File: src/rtl/stack_drain_seq.sv
// Pops a hardware stack one entry at a time and shows each popped value on the LEDs
// for a fixed hold time. It can drain the whole stack or pop a single entry.
module stack_drain_seq #(
    parameter int DATA_WIDTH  = 4,
    parameter int ADDR_WIDTH  = 4,
    parameter int HOLD_CYCLES = 100000000
) (
    input  logic                  clk,
    input  logic                  reset,
    input  logic                  start,
    input  logic                  step,
    input  logic                  abort,
    input  logic                  empty,
    input  logic [DATA_WIDTH-1:0] r_data,
    output logic                  pop,
    output logic [DATA_WIDTH-1:0] led,
    output logic                  led_valid,
    output logic                  busy,
    output logic                  done,
    output logic [ADDR_WIDTH:0]   popped_count
);

    localparam int HW = (HOLD_CYCLES > 2) ? $clog2(HOLD_CYCLES) : 1;
    localparam int CW = ADDR_WIDTH + 1;
    localparam logic [HW-1:0] HOLD_LAST = HW'(HOLD_CYCLES - 1);
    localparam logic [CW-1:0] CNT_MAX   = CW'(1 << ADDR_WIDTH);

    typedef enum logic [1:0] {
        IDLE = 2'd0,
        POP  = 2'd1,
        HOLD = 2'd2,
        DONE = 2'd3
    } state_t;

    state_t                state;
    state_t                state_n;
    logic [HW-1:0]         hold_cnt;
    logic [HW-1:0]         hold_n;
    logic                  single_step;
    logic                  single_n;
    logic [DATA_WIDTH-1:0] led_n;
    logic                  led_valid_n;
    logic [CW-1:0]         count_n;

    always_ff @(posedge clk) begin
        if (reset) begin
            state        <= IDLE;
            hold_cnt     <= '0;
            single_step  <= 1'b0;
            led          <= '0;
            led_valid    <= 1'b0;
            popped_count <= '0;
        end else begin
            state        <= state_n;
            hold_cnt     <= hold_n;
            single_step  <= single_n;
            led          <= led_n;
            led_valid    <= led_valid_n;
            popped_count <= count_n;
        end
    end

    // abort overrides everything else; the displayed value and count survive it
    always_comb begin
        state_n     = state;
        hold_n      = hold_cnt;
        single_n    = single_step;
        led_n       = led;
        led_valid_n = led_valid;
        count_n     = popped_count;
        pop         = 1'b0;
        done        = 1'b0;
        if (abort) begin
            state_n = IDLE;
            hold_n  = '0;
        end else begin
            case (state)
                IDLE: begin
                    if (start) begin
                        count_n     = '0;
                        led_valid_n = 1'b0;
                        single_n    = 1'b0;
                        state_n     = empty ? DONE : POP;
                    end else if (step && !empty) begin
                        count_n     = '0;
                        led_valid_n = 1'b0;
                        single_n    = 1'b1;
                        state_n     = POP;
                    end
                end
                POP: begin
                    pop         = 1'b1;
                    led_n       = r_data;
                    led_valid_n = 1'b1;
                    if (popped_count != CNT_MAX) begin
                        count_n = popped_count + 1'b1;
                    end
                    hold_n  = '0;
                    state_n = HOLD;
                end
                HOLD: begin
                    // empty is only trusted here, long after the pop has settled
                    if (hold_cnt == HOLD_LAST) begin
                        hold_n = '0;
                        if (single_step) begin
                            state_n = IDLE;
                        end else if (empty) begin
                            state_n = DONE;
                        end else begin
                            state_n = POP;
                        end
                    end else begin
                        hold_n = hold_cnt + 1'b1;
                    end
                end
                DONE: begin
                    done    = 1'b1;
                    state_n = IDLE;
                end
                default: begin
                    state_n = IDLE;
                end
            endcase
        end
    end

    assign busy = (state != IDLE);

endmodule

File: config.mk
export PLATFORM = sky130hd
export DESIGN_NAME = stack_drain_seq
export DESIGN_NICKNAME = d
export VERILOG_FILES = /design/src/rtl/stack_drain_seq.sv
export SDC_FILE = /design/constraint.sdc
export NUM_CORES = 1
export LEC_CHECK = 0
export CAP_MARGIN = 20
export CELL_PAD_IN_SITES_DETAIL_PLACEMENT = 1
export CELL_PAD_IN_SITES_GLOBAL_PLACEMENT = 2
export CORE_MARGIN = 8
export CORE_UTILIZATION = 35
export DETAILED_ROUTE_END_ITERATION = 10
export GPL_TIMING_DRIVEN = 0
export PLACE_DENSITY_LB_ADDON = 0.1
export RECOVER_POWER = 50
export SLEW_MARGIN = 40
export SYNTH_ARGS = -nofsm -noshare
export SYNTH_HDL_FRONTEND = slang
export SYNTH_SLANG_ARGS = --single-unit
File: constraint.sdc
create_clock -name clk -period 2.4 [get_ports clk]
set_input_delay 0.24 -clock clk [delete_from_list [all_inputs] [get_ports clk]]
set_output_delay 0.24 -clock clk [all_outputs]
set_load 0.02 [all_outputs]
After elaboration in Yosys (flattened, before gate mapping) --
Index checks and enable logic that the tools add are counted.
Storage, ports and cells: word-level logic and storage cells 51, input port bits 10, register bits after elaboration 40, output and inout port bits 13
Cells by class: eq/ne operators 8, bitwise gates (word level) 1, muxes and demuxes 21, reductions and logical operators 13, add/sub/neg operators 2
Operator list (number):
- $pmux W27 S2 | 1
- $add A27 B1 Y27 const B | 1
- $eq A27 B27 Y1 const B | 1
- $mux W27 | 1
- $mux W5 | 3
- $mux W2 | 5
- $pmux W5 S2 | 1
- $mux W1 | 8
- $pmux W2 S4 | 1
- $reduce_bool A2 Y1 | 4
- $reduce_and A3 Y1 | 2
- $add A5 B1 Y5 const B | 1
- $ne A5 B5 Y1 const B | 1
- $eq A2 B2 Y1 const B | 2
- $ne A2 B2 Y1 const B | 2
- $reduce_and A2 Y1 | 2
- $reduce_and A4 Y1 | 1
- $ne A3 B3 Y1 const B | 1
- $eq A2 B1 Y1 const B | 1
- $logic_not A2 Y1 | 1
- $pmux W1 S2 | 1
- $reduce_or A2 Y1 | 1
- $logic_and A1 B1 Y1 | 1
- $logic_not A1 Y1 | 1
- $not A1 Y1 | 1

Depth between registers and ports, before layout --
Gate-level depths: netlist of run 1.
word-level depth 5, depth in mapped cells 7

Least setup slack after synthesis of run 1 --
No wires, ideal clock.
kind reg2reg, start register state[0], end register hold_cnt[22], cell stages (with the launch flop) 7, arrival 2.119 ns, data required time 2.314 ns, slack 0.195 ns, clock period less this slack 2.205 ns, path buffers 0, cells stage by stage dfxtp_1 > inv_1 > ha_1 > nand4_1 > or4_4 > or4_1 > a221oi_2
Between the ends: word-level cells in the longest chain between the ends 2
Ends and longest elaborated chain:
- from (decl) | RTL line 35 | state_t state;
- from (signal assigned) | RTL line 54 | state <= state_n;
- $eq A2 B2 Y1 or $eq A2 B1 Y1 (tied branches) | RTL line 77 | case (state)
- $pmux W27 S2 or $reduce_bool A2 Y1 (tied branches)
- to (signal assigned) | RTL line 55 | hold_cnt <= hold_n;
- to (decl) | RTL line 37 | logic [HW-1:0] hold_cnt;
Several ways; a longest one is shown, not always the timed one. A chain may end at the register's enable or synchronous reset.

Worst setup path after layout of run 1 --
start register hold_cnt[19], end register state[1]
Between the ends: word-level cells in the longest chain between the ends 3
Ends and longest elaborated chain:
- $eq A27 B27 Y1 | RTL line 103 | if (hold_cnt == HOLD_LAST) begin
- $ne A2 B2 Y1 (no source line)
- $reduce_and A2 Y1 (no source line)
Every way passes these cells.

==> results of run 1 <==
-- metal layers --
| layer | wire, um | vias up |
|---|---|---|
| li1 | - | 1085 |
| met1 | 3520 | 1068 |
| met2 | 2970 | 21 |
| met3 | 204 | 6 |
| met4 | 61 | 0 |
| met5 | 0 | - |
-- power groups by stage --
stage | clock (W) | combinational [W] | sequential, W
6_report | 0.000486 | 0.000223 | 0.000680
5_1_grt | 0.000528 | 0.000247 | 0.000682
4_1_cts | 0.000508 | 0.000223 | 0.000680
3_5_place_dp | 0 | 0.000221 | 0.000695
3_3_place_gp | 0 | 0.000220 | 0.000695
2_1_floorplan | 0 | 0.000133 | 0.000698
-- registers in the layout, indices dropped and copies added, names as in the netlist --
register	count
hold_cnt	27
led	4
led_valid	1
popped_count	5
single_step	1
state	2
-- layout by cell type, fill, tap and decap left out, types with 3 or more instances in the layout --
master	n
clkdlybuf4s50_1	8
buf_6	3
o31ai_1	6
a2111oi_0	3
and4_1	3
and2_1	5
nand3_1	11
nand4_1	8
mux2i_1	4
nand2_1	14
nand2b_1	5
dlygate4sd3_1	13
a221oi_1	5
clkbuf_8	6
xor2_1	4
o21ai_0	15
nor4_1	3
a21oi_1	12
nor2_1	16
clkbuf_1	12
a211oi_1	14
xnor2_1	6
ha_1	6
or3_1	6
nand3b_1	3
inv_1	11
nor2b_1	5
a221oi_2	8
or4_1	6
and3_1	5
nor3_1	5
dfxtp_1	39
-- cells by family after synthesis --
kind of cell | count (synthesis) | share of synthesized area [%]
simple gates | 110 | 28.3
fa+ha+maj | 7 | 3.70
mux | 4 | 1.69
compound gates | 70 | 23.0
xor+xnor | 10 | 3.70
buf+inv | 29 | 5.82
flops | 40 | 33.8
-- Yosys cell counts, drive strengths merged (4+ instances only) --
master   n  share of area (%)
and2     5                1.3
a211oi  14                4.4
nand3   11                2.3
xor2     4                1.5
or3      6                1.6
or4      9                3.2
o31ai    6                1.9
xnor2    6                2.2
and3     6                1.6
nand2   14                2.2
inv     11                1.7
mux2i    4                1.7
buf      6                2.1
o21ai   16                3.9
and4     4                1.5
nor2b    5                1.3
nor2    16                2.5
ha       7                3.7
clkbuf  12                2.0
a21oi   12                2.5
nand4    9                3.0
nor3     5                1.1
nand2b   5                1.3
dfxtp   40                 34
a221oi  13                6.9
-- per-stage QoR --
step / setup TNS (ps) / worst slack (ps)
after floorplan: 0 / 195
after global placement: -4960 / -303
after detailed placement: -5550 / -355
after CTS: 0 / 15.3
after global routing: 0 / 6.00
final: 0 / 96.5
-- repair_timing --
item                       4_1_cts  5_1_grt
setup endpoints to repair        9       11
pin swaps                        1        0
resized for setup                4        2
gates cloned                     0        0
buffers inserted                 1        0
-- cell type report --
class | count | area share [%]
plain buffers | 18 | 3.48
clock buffers | 7 | 3.08
clock inverters | 1 | 0.268
inverters | 11 | 1.47
multi-input cells | 201 | 51.3
flip-flops and latches | 40 | 28.6
well taps | 80 | 3.57
repair buffers | 23 | 8.21
-- worst max-delay path, cell delays in order (launching register included) --
cell       delay (ps)
dfxtp_1           300
clkbuf_2          170
or4b_2            630
nor4_1            510
a2111oi_0         200
or3b_1            370
-- path summary, 6_finish.rpt --
path | startpoint | to | slack, ps | cells after the start
worst min-delay path | led_valid | led_valid | 500 | 2
worst min register to register | led_valid | led_valid | 500 | 2
worst max-delay path | hold_cnt[19] | state[1] | 100 | 5
worst max register to register | hold_cnt[19] | state[1] | 100 | 5
==> metrics.txt, run 1 <==
global route hottest layer=met2; met3 usage in global routing=a little over 3%; switch share=29.1%; Non-Filler Cell Area, Final=about 2800 sq um; Hold Fails Final Rpt=0; CTS max path bufs=2; multi-input logic area=1440 sq um; Placed Cells incl. Taps=roughly 370; met1 Usage GRT=around a fifth; synth unique cells=between 50 and 60; EDFF count, synth=0; total power draw=0.00139 W; startpoint types=flop; Post-Syn Area=between 2000 and 2500 sq um; Clk Latency, worst-skew pair=300 ps; GPL Wtd Cong=roughly 0.76; Final HPWL DP=4960 um; Synth Register Bits=40; Internal Power=0.000984 W; Syn Nets=~290; die extent in y=slightly below 100 um; TritonRoute pass-1 iters=4; Hold Buf Count CTS=0; fmax=around 430 MHz; CTS tree=done; Reg power frac=48.9%; largest net degree at the start of global routing=13; Pleak=approximately 0.9 nW; sw power=between 0.0004 and 0.0005 W; Critical Path RT=about 2600 ps; vias in the first global route=between 2000 and 2500; Synth Warn #=0; routed vias/inst=around 5.7; Total Routed Length=6760 um; I/O Pins=23; asr flop ratio synth=0%; peak supply drop=between 200 and 250 uV; Final min period=approximately 2300 ps; Hold Crit Class=flop to flop; RSZ-0062 raised after global routing=no; Slew headroom=a little under three fifths; DRT iter0 DRCs=around 90; WL per Instance=approximately 18 um; initial core utilization=around 35%; antenna viol nets, final=0; Post-Synthesis Cells=between 200 and 300; TritonCTS Buffers=5; Critical Path AT=about 2500 ps; Reg clk slew, reported paths=about 80 ps; H-tree lvl count=2; Clock Skews=~6.6 ps; fin nets=317; Post-Route Utilization=a little over two fifths; Fin Hold WS=about 500 ps; # rows=30; final setup violation count=0; mean post-synth cell area=around 8.8 sq um; Setup CP Type=flop to flop; GRT Total Usage=14.5%; synthesis-to-finish area growth=18.6%; CP max FO=9; PortBufs=22; outcome=finished clean; share of cells above drive strength 1=11.3%; clk sink count=40; Ant. Diodes=0; GR Overflow Total=0; maxcap violations=0; part of the cycle the worst path needs=96.0%; Finished Layout Cells=around 380; area of the die=9650 sq um; area occupied by registers=approximately 800 sq um; Slew Viols, Final=0; Fillers=between 800 and 900; top_reg_cell synth=dfxtp_1; post-synthesis sequential area ratio=33.8%; DRC errors left=0; Setup crit end kind=flop; PwrDens=roughly 500 nW/um^2; clk root buf=clkbuf_8; initial antenna violation count=0; first-pass GRT wire length=roughly 11000 um; detailed-route via count=between 2000 and 2500; area of placed instances=~2700 sq um; met2 global-route usage=between 20% and 30%; Die X=between 90 and 100 um; Clock power frac=35.0%; combinational power share=between 10% and 20%; Worst-Margin Slew=654 ps; CORE AREA=between 6000 and 7000 sq um
Power figures use the tool's default switching activity.
==> run 2: changes to the inputs <==
--- a/config.mk
+++ b/config.mk
@@ -5,6 +5,7 @@
 export SDC_FILE = /design/constraint.sdc
 export NUM_CORES = 1
 export LEC_CHECK = 0
+export ABC_CLOCK_PERIOD_IN_PS = 2400
 export CAP_MARGIN = 20
 export CELL_PAD_IN_SITES_DETAIL_PLACEMENT = 1
 export CELL_PAD_IN_SITES_GLOBAL_PLACEMENT = 2
@@ -12,7 +13,7 @@
 export CORE_UTILIZATION = 35
 export DETAILED_ROUTE_END_ITERATION = 10
 export GPL_TIMING_DRIVEN = 0
-export PLACE_DENSITY_LB_ADDON = 0.1
+export PLACE_DENSITY_LB_ADDON = 0.15
 export RECOVER_POWER = 50
 export SLEW_MARGIN = 40
 export SYNTH_ARGS = -nofsm -noshare
==> run 2 against run 1 <==
Combinational power hardly changed. Global-route usage fell by 0.28 points. Count of clock-buffer cells in the layout shrank 2. Largest cell class unchanged.
==> metrics.txt, run 2 (synthesized netlist as in run 1, its figures left out) <==
Slew headroom=58.2%; DRT iter0 DRCs=70; Hold Crit Class=flop to flop; Buffers & Inverters on Critical Path=1; crit-path cells=clkbuf_1 > or4b_2 > nor4_1 > a2111oi_0 > or3b_1; Ant. Diodes=0; maxcap violations=0; GR Overflow Total=0; area of the die=around 9600 sq um; Total Routed Length=6610 um; PwrDens=488 nW/um^2; largest net degree at the start of global routing=13; peak supply drop=between 200 and 250 uV; Post-Route Utilization=41.7%; Reg clk slew, reported paths=around 80 ps; CP max FO=9; # rows=30; Worst-Margin Slew=627 ps; Largest regs=hold_cnt x27, popped_count x5, led x4; clk sink count=40; crit-path max cell delay=~650 ps; Placed Cells incl. Taps=between 300 and 400; part of the cycle the worst path needs=95.3%; Finished Layout Cells=380; Setup TNS Final=0 ps; Hold Buf Count CTS=0; clk root buf=clkbuf_8; GPL Wtd Cong=slightly below 0.8; final setup violation count=0; WL per Instance=approximately 17 um; Clk Latency, worst-skew pair=around 300 ps; r2r worst-path depth=5; I/O Pins=23; first-pass GRT wire length=around 11000 um; initial core utilization=35.4%; CTS tree=done; CP max stage cell=or4b_2; area of placed instances=roughly 2700 sq um; leading cell type in the layout, fill and taps excluded=dfxtp_1; commonest non-fill, non-tap cells in the layout=dfxtp_1, nor2_1, o21ai_0; post-place setup slack=-260 ps; antenna viol nets, final=0; vias in the first global route=2220; Final min period=between 2000 and 2500 ps; TritonCTS Buffers=5; Top Family by Delay on Critical Path=simple AND/OR/NAND/NOR gates; Clock Skews=between 7 and 8 ps; worst setup margin=about 110 ps; die extent in y=about 100 um; Levels on crit path=5; Setup CP Type=flop to flop; fmax=about 440 MHz; initial antenna violation count=0; share of cells above drive strength 1=11.7%; Critical Path RT=approximately 2600 ps; Slew Viols, Final=0; synthesis-to-finish area growth=17.7%; Final HPWL DP=just under 5000 um; fin nets=approximately 320; Die X=approximately 98 um; DRC errors left=0; Setup crit end kind=flop; Non-Filler Cell Area, Final=2780 sq um; CORE AREA=6680 sq um; H-tree lvl count=2; detailed-route via count=roughly 2200; startpoint types=flop; CTS max path bufs=2; outcome=finished clean; Critical Path AT=2470 ps; Biggest register=hold_cnt; TritonRoute pass-1 iters=4; GRT Total Usage=between 10% and 20%; hold depth=2; routed vias/inst=around 5.8; Pleak=between 0.8 and 0.9 nW; PortBufs=22; Hold Fails Final Rpt=0; RSZ-0062 raised after global routing=no; max FFs per register=27
==> run 2: what timing repair did <==
item	CTS	global route
gates resized for setup	1	8
setup endpoints to repair	8	19
buffers inserted	1	0
pin swaps	1	0
==> run 2: per-layer routing <==
metal | wire [um] | GRT usage [%] | up-vias
met4 | 98 | 4.84 | 0
met1 | 3370 | 19.1 | 1069
li1 | - | - | 1086
met2 | 2890 | 22.1 | 33
met3 | 248 | 2.63 | 8
met5 | 0 | 0 | -
==> run 2: area by class of cell <==
cell class                 instances  area (sq um)
clock inverter                     2          12.5
tap                               80           100
clock buffer                       5          68.8
timing repair buffer              23           221
sequential                        40           802
multi-input combinational        201          1440
inverter                          11          41.3
buffer                            18          97.6
fill                             795          3900
==> run 2: per-stage QoR <==
stage               power (W)  hold slack, ps
floorplan            0.000831             337
global placement     0.000914             475
detailed placement   0.000915             488
CTS                   0.00137             509
global route          0.00141             529
finish                0.00136             493
==> run 2: final timing paths <==
kind / from / endpoint / slack [ps]
max: hold_cnt[19] / state[1] / 110
min: led[3] / led[3] / 490
max reg2reg: hold_cnt[19] / state[1] / 110
min reg2reg: led[3] / led[3] / 490
==> run 2: where the power goes <==
| group | leakage, nW | internal, W | total (W) | switching (W) |
|---|---|---|---|---|
| logic | 0.512 | 0.0000774 | 0.000222 | 0.000144 |
| registers | 0.323 | 0.000672 | 0.000680 | 0.00000783 |
| clock network | 0.0400 | 0.000197 | 0.000457 | 0.000260 |
| total | 0.875 | 0.000947 | 0.00136 | 0.000412 |
==> run 2: worst reg2reg max path, cell delays in order, from the launching register on <==
cell       delay (ps)
dfxtp_1           300
clkbuf_1          190
or4b_2            650
nor4_1            460
a2111oi_0         190
or3b_1            370
